$ cat src/rtl/alu_arbiter.sv
// alu_arbiter: two-requester valid/ready arbiter and sequencer for the shared 4-bit npc ALU.
// Define ALU_ARB_FIXED_PRIO_EN for fixed priority (requester 0 always wins); default is round-robin.
module alu_arbiter #(
   parameter int unsigned DATA_LEN = 4
) (
   input  logic                clk,
   input  logic                rst,
   input  logic                req0_valid,
   output logic                req0_ready,
   input  logic [DATA_LEN-1:0] req0_a,
   input  logic [DATA_LEN-1:0] req0_b,
   input  logic [3:0]          req0_op,
   input  logic                req1_valid,
   output logic                req1_ready,
   input  logic [DATA_LEN-1:0] req1_a,
   input  logic [DATA_LEN-1:0] req1_b,
   input  logic [3:0]          req1_op,
   output logic [DATA_LEN-1:0] alu_a,
   output logic [DATA_LEN-1:0] alu_b,
   output logic [3:0]          alu_op,
   input  logic [DATA_LEN-1:0] alu_result,
   input  logic                alu_overflow,
   input  logic                alu_zero,
   input  logic                alu_carry,
   output logic                rsp_valid,
   input  logic                rsp_ready,
   output logic                rsp_id,
   output logic [DATA_LEN-1:0] rsp_result,
   output logic                rsp_overflow,
   output logic                rsp_zero,
   output logic                rsp_carry,
   output logic                busy
);

   localparam int unsigned OP_W = 4;

   typedef enum logic [1:0] {
      IDLE = 2'd0,
      EXEC = 2'd1,
      RESP = 2'd2
   } state_t;

   state_t              state;
   state_t              state_next;
   logic [DATA_LEN-1:0] a_q;
   logic [DATA_LEN-1:0] b_q;
   logic [OP_W-1:0]     op_q;
   logic                id_q;
   logic                grant_c;
   logic                accept_c;
`ifndef ALU_ARB_FIXED_PRIO_EN
   logic                last_grant;
`endif

   // Winner selection: 0 = requester 0, 1 = requester 1 (only meaningful when someone is valid)
   always_comb begin
      grant_c = 1'b0;
`ifdef ALU_ARB_FIXED_PRIO_EN
      grant_c = ~req0_valid;
`else
      if (req0_valid && req1_valid) begin
         grant_c = ~last_grant;
      end else begin
         grant_c = req1_valid;
      end
`endif
   end

   // Next state and the combinational ready handshake (IDLE only, never while rst is sampled)
   always_comb begin
      state_next = state;
      accept_c   = 1'b0;
      req0_ready = 1'b0;
      req1_ready = 1'b0;
      case (state)
         IDLE: begin
            if (!rst && (req0_valid || req1_valid)) begin
               accept_c   = 1'b1;
               req0_ready = ~grant_c;
               req1_ready = grant_c;
               state_next = EXEC;
            end
         end
         EXEC: state_next = RESP;
         RESP: begin
            if (rsp_ready) begin
               state_next = IDLE;
            end
         end
         default: state_next = IDLE;
      endcase
   end

   always_ff @(posedge clk) begin
      if (rst) begin
         state <= IDLE;
      end else begin
         state <= state_next;
      end
   end

   // Operand latch on accept, response capture at the end of EXEC
   always_ff @(posedge clk) begin
      if (rst) begin
         a_q          <= '0;
         b_q          <= '0;
         op_q         <= '0;
         id_q         <= 1'b0;
         rsp_valid    <= 1'b0;
         busy         <= 1'b0;
         rsp_id       <= 1'b0;
         rsp_result   <= '0;
         rsp_overflow <= 1'b0;
         rsp_zero     <= 1'b0;
         rsp_carry    <= 1'b0;
`ifndef ALU_ARB_FIXED_PRIO_EN
         last_grant   <= 1'b1;
`endif
      end else begin
         rsp_valid <= (state_next == RESP);
         busy      <= (state_next != IDLE);
         if (accept_c) begin
            a_q        <= grant_c ? req1_a  : req0_a;
            b_q        <= grant_c ? req1_b  : req0_b;
            op_q       <= grant_c ? req1_op : req0_op;
            id_q       <= grant_c;
`ifndef ALU_ARB_FIXED_PRIO_EN
            last_grant <= grant_c;
`endif
         end
         if (state == EXEC) begin
            rsp_id       <= id_q;
            rsp_result   <= alu_result;
            rsp_overflow <= alu_overflow;
            rsp_zero     <= alu_zero;
            rsp_carry    <= alu_carry;
         end
      end
   end

   assign alu_a  = a_q;
   assign alu_b  = b_q;
   assign alu_op = op_q;

endmodule

$ cat config.mk
export PLATFORM = sky130hd
export DESIGN_NAME = alu_arbiter
export DESIGN_NICKNAME = d
export VERILOG_FILES = /design/src/rtl/alu_arbiter.sv
export SDC_FILE = /design/constraint.sdc
export NUM_CORES = 1
export LEC_CHECK = 0
export ABC_AREA = 1
export CORE_MARGIN = 2
export CORE_UTILIZATION = 38
export DETAILED_ROUTE_END_ITERATION = 10
export PLACE_DENSITY = 0.84
export SLEW_MARGIN = 15
export SYNTH_ARGS = -nofsm -noshare
export SYNTH_HDL_FRONTEND = slang
export SYNTH_SLANG_ARGS = --single-unit
$ cat constraint.sdc
create_clock -name clk -period 1.3 [get_ports clk]
set_input_delay 0.13 -clock clk [delete_from_list [all_inputs] [get_ports clk]]
set_output_delay 0.13 -clock clk [all_outputs]
set_load 0.1 [all_outputs]
==> summary.md, run 1 <==
| Metric | Value |
|---|---|
| Clock transition at the registers of the reported paths | 140 ps |
| Psw | 970 uW |
| Max_cap viols | 0 |
| First-pass GRT wire length | 5470 um |
| Via density | 4.66 |
| Post-DP Area | 2050 um^2 |
| LEAKAGE | 0.000914 uW |
| # port buffers | 59 |
| Cts hold-fix bufs | 0 |
| Worst EP required | 1170 ps |
| Syn Nets | 192 |
| Mapped cell area | 1100 um^2 |
| Vias in the first global route | 1,212 |
| Top cell type's share of synthesized area | 47.1% |
| Initial antenna violation count | 0 |
| H-tree levels | 1 |
| Crit end category | primary output |
| Synthesis-stage register bit count | 26 |
| Sw Share | 37.6% |
| Crit Path Class | flop to primary output |
| Top-level I/O count | 60 |
| Worst Tran Pin Value | 204 ps |
| Max stage delay on crit path | 360 ps |
| DR iter-0 viols | 35 |
| Die Span Y | 57.9 um |
| Highest-delay cell along the critical path | dfxtp_2 |
| VDD IR max | 0.945 mV |
| Largest net degree at the start of global routing | 16 |
| Comb power frac | 42.1% |
| Sinks on Clock Net | 26 |
| Power Density | 1220 nW/um^2 |
| CP Cell Sequence | nor2_4 -> nand2_2 -> nor2_4 -> nand2_2 -> clkinvlp_4 -> buf_12 |
| Drc violations | 0 |
| TritonCTS Buffers | 3 |
| Maximum clock insertion buffer count | 2 |
| Die W | 57.9 um |
| Placer congestion estimate | 0.706 |
| Yosys cell types | 17 |
| Synthesized instance count | 156 |
| Crit start category | flop |
| Cell-internal power | 1610 uW |
| Vias | 1,197 |
| Top post-synthesis cells by area | dfxtp_1 47%, nand2_1 18%, nor2_1 7.1% |
| Worst clock skew | 2.84 ps |
| Final min period | 1430 ps |
| Violated checks | setup timing |
| CTS tree | done |
| Final wirelength | 3160 um |
| Avg WL per Cell | 12.3 um |
| Clock share of power | 21.7% |
| RSZ-0062 raised after global routing | yes |
| Worst hold-check path type | primary input to flop |
| # rows | 19 |
| Layout Nets | 263 |
| Status | finished, violations left |
| Cell taking the most area after synthesis | dfxtp_1 |
| Sequential fraction of the synthesis area | 47.1% |
| CTS root buf | clkbuf_4 |
| Worst-path maximum fanout | 2 |
| Number of diodes | 0 |
| Core area | 2760 um^2 |
| Area Overhead vs Synth | 92.0% |
| Fmax | 697 MHz |
| Starting Density | 40.1% |
| Routed Antenna Nets | 0 |
| Final Hold Viols | 0 |
| Die footprint | 3350 um^2 |
| Layout cell share with drive strength beyond 1 | 27.4% |
| Drt pass-1 iters | 5 |
| Clock Latency Late Sink | 320 ps |
| Max-slew violations | 0 |
| Synthesis Warnings | 0 |
| Final Setup Violations | 2 |
| Design area | 2120 um^2 |
| GRT Overall Usage | 21.2% |
| Final setup margin | -134 ps |
| Grt ovf | 0 |
| Final period util | 110% |
| DP HPWL | 2470 um |
| Final core utilization | 76.9% |
| Slew HR | 86.3% |
| Worst EP arrival | 1300 ps |
| Synthesized area per cell | 7.08 um^2 |
| Sequential Power Share | 36.2% |
-- stage by stage --
step / setup slack, ps / hold slack, ps / std cells / total power (uW) / setup TNS (ps)
2_1_floorplan: -21.2 / 265 / 156 / 1570 / -27.7
3_3_place_gp: -102 / 462 / 251 / 2020 / -1030
3_5_place_dp: -181 / 470 / 251 / 2030 / -2020
4_1_cts: -147 / 370 / 257 / 2590 / -228
5_1_grt: -202 / 361 / 257 / 2690 / -374
6_report: -134 / 378 / 257 / 2580 / -216
-- cell type report --
| type | instances | area, um^2 |
|---|---|---|
| multi-input combinational | 116 | 533 |
| fill | 173 | 637 |
| clock inverter | 1 | 30.0 |
| inverter | 6 | 28.8 |
| timing repair buffer | 74 | 941 |
| sequential | 26 | 527 |
| tap | 31 | 38.8 |
| clock buffer | 3 | 22.5 |
-- power by group through the flow --
stage | Clock (uW) | Sequential, uW | Combinational, uW
floorplan | 0 | 1320 | 244
global placement | 0 | 949 | 1070
detailed placement | 0 | 952 | 1080
CTS | 566 | 933 | 1090
global route | 609 | 941 | 1140
finish | 560 | 933 | 1090
-- per-layer routing --
metal  GRT usage (%)  routed length (um)  vias up
met5               0                   0        -
met4            9.63                  34        0
met3            5.13                 212        4
met2            34.4                1590       39
met1            26.5                1320      522
li1                -                   -      632
-- state kept, by name, summed over array words and instances, names as in the netlist, 2 cells and up --
signal and count:
alu_op 4, alu_b 4, state 2, rsp_result 4, alu_a 4
-- cells by family after synthesis --
family                 Yosys count  synth area share [%]
AND/OR/NAND/NOR                 93                  35.3
buffers and inverters           14                  6.45
AO/OA/AOI/OAI                   23                  11.1
flip-flops                      26                  47.1
-- critical path, delay by kind of cell, from the launching register on --
family,cells,cell delay (ps)
buf+inv,2,240
flops,1,360
simple gates,4,370
-- cells in the mapped netlist --
cell and instances:
a21oi_2 2, nor2_4 2, nand2_1 53, buf_6 1
inv_2 2, nor2_2 2, dfxtp_1 26, nand2_2 2
buf_4 2, nand3_1 13, buf_1 1, nor2_1 21
inv_1 4, buf_2 3, a21oi_1 10, o21ai_0 11
clkbuf_1 1
-- cells in the final DEF, fill, tap and decap left out, drive strengths merged --
cell type,count
nor2,25
a21oi,12
clkinvlp,1
nand2,55
clkbuf,3
o21ai,11
inv,5
nand3,13
bufinv,1
dfxtp,26
buf,39
clkdlybuf4s50,33
dlygate4sd2,2
-- final timing paths --
path | depth (start not counted) | from | to | slack, ps
max reg2reg | 7 | state[0] | alu_op[3] | 90
max | 6 | state[0] | req1_ready | -130
min | 3 | alu_result[1] | rsp_result[1] | 380
min reg2reg | 2 | id_q | rsp_id | 500
-- what timing repair did --
item	4_1_cts	5_1_grt
setup endpoints to repair	2	2
resized for setup	4	0
endpoints found under the hold margin	0	0
pin swaps	2	0
setup buffers	2	0
Power figures use the tool's default switching activity.
==> run 2, diff against run 1 <==
--- a/config.mk
+++ b/config.mk
@@ -12,3 +12,3 @@
 export PLACE_DENSITY = 0.84
-export SLEW_MARGIN = 15
+export SLEW_MARGIN = 30
 export SYNTH_ARGS = -nofsm -noshare
==> constraint.sdc (replaced) <==
create_clock -name clk -period 1.3 [get_ports clk]
set_input_delay 0.39 -clock clk [delete_from_list [all_inputs] [get_ports clk]]
set_output_delay 0.39 -clock clk [all_outputs]
set_load 0.1 [all_outputs]
==> run 2 against run 1 <==
The run still ends with setup timing left; sequential share of layout area up 1.3 points; die area is the same; first-iteration DRC count grew 40%; fmax down 15%.
==> summary.md, run 2 (synthesized netlist as in run 1, its figures left out) <==
| Metric | Value |
|---|---|
| Max-slew violations | 0 (unchanged) |
| TritonCTS Buffers | 3 (unchanged) |
| Die W | 57.9 um (unchanged) |
| Number of diodes | 0 (unchanged) |
| Die Span Y | 57.9 um (unchanged) |
| Crit end category | primary output |
| Die footprint | 3350 um^2 (unchanged) |
| Core area | 2760 um^2 (unchanged) |
| H-tree levels | 1 (unchanged) |
| Crit Path Class | flop to primary output |
| Top-level I/O count | 60 (unchanged) |
| Fmax | 592 MHz (-15%) |
| RSZ-0062 raised after global routing | yes |
| Grt ovf | 0 (unchanged) |
| Via density | 4.84 (+4.0%) |
| Vias | 1,230 (+2.8%) |
| Sinks on Clock Net | 26 (unchanged) |
| Area Overhead vs Synth | 90.7% |
| Final period util | 130% (+20 points) |
| Avg WL per Cell | 13.0 um (+5.6%) |
| Power Density | 1150 nW/um^2 (-5.4%) |
| DR iter-0 viols | 49 (+40%) |
| Drc violations | 0 (unchanged) |
| Final hold slack | 490 ps (+112 ps) |
| Starting Density | 40.1% (unchanged) |
| First-pass GRT wire length | 5510 um (+0.77%) |
| Initial antenna violation count | 0 (unchanged) |
| Drt pass-1 iters | 4 (-1) |
| Commonest non-fill, non-tap cell in the layout | nand2_1 |
| Layout cell share with drive strength beyond 1 | 35.9% (+8.4 points) |
| Worst slack at placement | -633 ps (-452 ps) |
| CTS tree | done |
| Vias in the first global route | 1,230 (+1.5%) |
| Violated checks | setup timing |
| Maximum clock insertion buffer count | 2 (unchanged) |
| Worst-path maximum fanout | 2 (unchanged) |
| Final Setup Violations | 2 (unchanged) |
| Worst hold-check path type | flop to flop |
| Final Hold Viols | 0 (unchanged) |
| Placer congestion estimate | 0.722 (+2.2%) |
| Non-filler cells, final | 254 (-1.2%) |
| Routed Antenna Nets | 0 (unchanged) |
| Layout Nets | 260 (-1.1%) |
| Worst clock skew | 2.97 ps (+0.131 ps) |
| Final min period | 1690 ps (+254 ps) |
| Clock Latency Late Sink | 310 ps (about the same) |
| Cells after DPL | 248 (-1.2%) |
| Top cell by count, worst path | nor2_4 |
| Worst EP arrival | 1300 ps (about the same) |
| Highest-delay cell along the critical path | dfxtp_2 |
| Cts hold-fix bufs | 0 (unchanged) |
| LEAKAGE | 0.000910 uW (-0.39%) |
| CTS root buf | clkbuf_4 |
| Crit start category | flop |
| Final setup margin | -388 ps (-254 ps) |
| CP Cell Sequence | nor2_4 -> buf_4 -> nand2_2 -> nor2_4 -> buf_12 |
| Design area | 2110 um^2 (-0.65%) |
| Slew HR | 86.6% (+0.24 points) |
| Max stage delay on crit path | 360 ps (about the same) |
| Worst Tran Pin Value | 199 ps (-5.13 ps) |
| Max_cap viols | 0 (unchanged) |
| VDD IR max | 1.10 mV (+17%) |
| Largest net degree at the start of global routing | 15 (-1) |
| Final wirelength | 3300 um (+4.3%) |
| Post-DP Area | 2050 um^2 (-0.12%) |
| # port buffers | 59 (unchanged) |
| Most frequent cells in the layout | 50 x nand2_1, 32 x clkdlybuf4s50_1, 24 x dfxtp_2, 24 x buf_12, 20 x nor2_1 |
| Clock transition at the registers of the reported paths | 130 ps (about the same) |
| Worst EP required | 910 ps (-260 ps) |
| # rows | 19 (unchanged) |
| Status | finished, violations left |
| GRT Overall Usage | 21.1% (-0.056 points) |
| DP HPWL | 2560 um (+3.9%) |
run 2: cell types whose count changed in the layout (fill, tap and decap cells not counted), sizes merged:
cell,delta
buf,-3
bufinv,-1
clkdlybuf4s50,-1
dlygate4sd2,+1
clkbuf,+1
run 2: worst max-delay path: cells and delay by family (launching register included):
kind	cells	cell delay [ps]
buffers and inverters	2	310
and+or+nand+nor	3	320
DFF	1	360
run 2: metrics by stage:
stage,power [uW],utilization [%],TNS (ps)
2_1_floorplan,1580,-,-835
3_3_place_gp,2020,74.3,-7110
3_5_place_dp,2030,74.3,-8980
4_1_cts,2430,76.0,-771
5_1_grt,2530,76.4,-960
6_report,2420,76.4,-773
run 2: area by class of cell:
cell class | instances | area (um^2)
fillers | 204 | 651
flip-flops and latches | 26 | 551
multi-input cells | 116 | 538
inverters | 6 | 26.3
clock buffers | 4 | 36.3
repair buffers | 71 | 917
well taps | 31 | 38.8
run 2: layer usage:
metal | global-route usage (%) | part of all wire (%) | up-vias
met5 | 0 | 0 | -
met2 | 36.2 | 49 | 45
met4 | 6.98 | 1.2 | 0
li1 | - | - | 626
met3 | 5.13 | 8.3 | 4
met1 | 25.9 | 41 | 555
run 2: timing repair:
action                                  4_1_cts  5_1_grt
hold endpoints to repair                      0        0
pin swaps                                     4        1
setup buffers                                 1        1
gates resized for setup                       6        2
endpoints found under the setup margin       17        7
cloned                                        0        0
run 2: power by group:
part / total, uW / internal (uW) / switching (uW)
Combinational: 1080 / 422 / 658
Sequential: 945 / 879 / 65.9
Clock: 398 / 171 / 227
Total: 2420 / 1470 / 952
run 2: worst paths after layout:
path                               start          to  slack, ps  cells past startpoint
worst max-delay path            state[0]  req0_ready       -390                      5
worst min-delay path                id_q      rsp_id        490                      2
worst max register to register  state[0]    alu_b[0]        140                      6
worst min register to register      id_q      rsp_id        490                      2
==> run 3, diff against run 2 <==
SKIP_LAST_GASP = 1   (was not set)
==> results of run 3 <==
The final DEF is identical to that of run 2; final timing and power are the same.
==> edit (flow settings as in run 3) <==
Register the output `rsp_overflow` once more, without a reset; this adds one clock of latency there. The other outputs are not delayed to match.
--- a/src/rtl/alu_arbiter.sv
+++ b/src/rtl/alu_arbiter.sv
@@ -40,4 +40,6 @@
       RESP = 2'd2
    } state_t;
+
+   logic rsp_overflow_s0;
 
    state_t              state;
@@ -111,5 +113,5 @@
          rsp_id       <= 1'b0;
          rsp_result   <= '0;
-         rsp_overflow <= 1'b0;
+         rsp_overflow_s0 <= 1'b0;
          rsp_zero     <= 1'b0;
          rsp_carry    <= 1'b0;
@@ -132,5 +134,5 @@
             rsp_id       <= id_q;
             rsp_result   <= alu_result;
-            rsp_overflow <= alu_overflow;
+            rsp_overflow_s0 <= alu_overflow;
             rsp_zero     <= alu_zero;
             rsp_carry    <= alu_carry;
@@ -143,4 +145,8 @@
    assign alu_op = op_q;
 
+   always_ff @(posedge clk) begin
+      rsp_overflow <= rsp_overflow_s0;
+   end
+
 endmodule
 
Behaviour: not the same (a bounded check fails within 4 cycles, from zero or initial values and one cycle with rst high).
==> edit against run 3 <==
  * Wire length down 1.4%
  * Setup slack got worse by 0.022 ns
  * Synthesized area is 1.8% higher
  * Critical endpoint is now req1_ready
  * Power is 0.74% higher
  * The run still ends with negative setup slack left
  * Sequential cell count is 1 higher
  * Die area is 1.7% higher
  * Cell area increased by 1.9%
==> edit: results (changes against run 3) <==
regToRegStartpoint: "state[0]$_SDFF_PP0_"
synth_fp_nets: 193  # +0.52%
drt_iter0_drc: 29  # -41%
ys_seq_area_share_pct: 48.1  # +0.94 points
critical_path_arrival_ns: 1.32  # +0.02 ns
synth_area_leaders: "dfxtp_1 (48%), nand2_1 (18%), nor2_1 (7.0%)"
worstSkewPairLatency_ns: 0.33  # +0.02 ns
reg2regPathDepth: 6  # unchanged
holdPathStages: 0  # -2
post-dp-hpwl_mm: 2.41  # -6.1%
clk_pin_slew_ns: 0.15  # +0.02 ns
grt_pass1_wl_mm: 5.24  # -5.0%
routed_wl_mm: 3.25  # -1.4%
hold_end: "rsp_overflow$_DFF_P_"
yosys.cell_types.count: 17  # unchanged
synthArstFlopShare_pct: 0  # unchanged
violations: "negative setup slack"
crit_path_end: "req1_ready"
nets: 264  # +1.5%
finalWorstSetupSlack_ns: -0.411  # -0.0224 ns
r2r-end: "alu_a[0]$_SDFFE_PP0P_"
setup_viol: 2  # unchanged
netlist_top_cells_count: "nand2_1 (53), dfxtp_1 (27), nor2_1 (21)"
ys_warn_count: 0  # unchanged
antenna_found_initial: 0  # unchanged
grt.total_usage_pct: 19.9  # -1.2 points
peakVddDrop_mv: 1.17  # +6.3%
drive_above_1_share_pct: 37.0  # +1.1 points
min-delay-start: "rsp_overflow_s0$_SDFFE_PP0N_"
port_buffers: 59  # unchanged
tightestPinTransition_ns: 0.177  # -0.0227 ns
synth.area.mux_share_pct: 0  # unchanged
setup_tns_ns: -0.782  # -0.00843 ns
fin_worst_skew_ns: 0.0116  # +0.00862 ns
n_antenna_cell: 0  # unchanged
fill_cells: 193  # -5.4%
p_leak_nw: 0.925  # +1.6%
grt_pass1_vias: 1186  # -3.6%
synth_compound_area_share_pct: 10.9  # -0.20 points
firstDrtPassIters: 4  # unchanged
path_class: "register to output port"
htreeDepth: 1  # unchanged
gp_congestion: 0.719  # -0.35%
num_vias: 1248  # +1.5%
status: "finished with violations"
grt_max_degree: 17  # +2
root_buffer: "clkbuf_4"
max-clock-path-buffers: 2  # unchanged
rrSetupSlack_ns: 0.10  # -0.04 ns
==> edit: metal layers <==
layer / vias to the layer above / track usage [%] / part of all wire [%]
li1: 636 / - / -
met1: 573 / 24.1 / 43
met2: 37 / 35.0 / 50
met3: 2 / 3.74 / 6.0
met4: 0 / 6.98 / 0.74
met5: - / 0 / 0
==> edit: cells by family (layout without fill, tap and decap cells) <==
kind of cell	after synthesis	in the layout
DFF	27	27
AOI/OAI and AO/OA	23	23
buffers and inverters	14	84
and+or+nand+nor	93	93
==> edit: through the flow <==
step                hold WS (ns)  power, W  worst slack [ns]  std cells  cell area (um2)
global placement           0.338   0.00205            -0.575        249             2070
CTS                        0.370   0.00244            -0.406        254             2110
global route               0.375   0.00254            -0.476        258             2150
detailed placement         0.356   0.00206            -0.628        249             2070
floorplan                  0.326   0.00161            -0.365        157             1190
finish                     0.365   0.00244            -0.411        258             2150
==> edit: repair_timing <==
action | 4_1_cts | 5_1_grt
gates resized for setup | 8 | 4
pin swaps | 3 | 5
setup buffers | 1 | 5
setup endpoints to repair | 18 | 31
==> edit: report_power, final <==
group | switching (W) | internal (W)
Combinational | 0.000661 | 0.000431
Clock | 0.000252 | 0.000118
Sequential | 0.0000670 | 0.000913
==> edit: cell type report <==
type	count	area (um2)	area share [%]
sequential	27	572	26.6
inverter	6	26.3	1.22
multi-input combinational	116	538	25.1
clock buffer	3	22.5	1.05
tap	31	38.8	1.81
clock inverter	1	7.51	0.350
timing repair buffer	74	942	43.9
==> edit: worst max-delay path, stage by stage, from the launching register on <==
cell and delay [ns]:
dfxtp_2 0.36, nor2_4 0.13, nand2_2 0.07, nor2_4 0.13
nand2_4 0.07, clkinvlp_4 0.08, buf_12 0.17
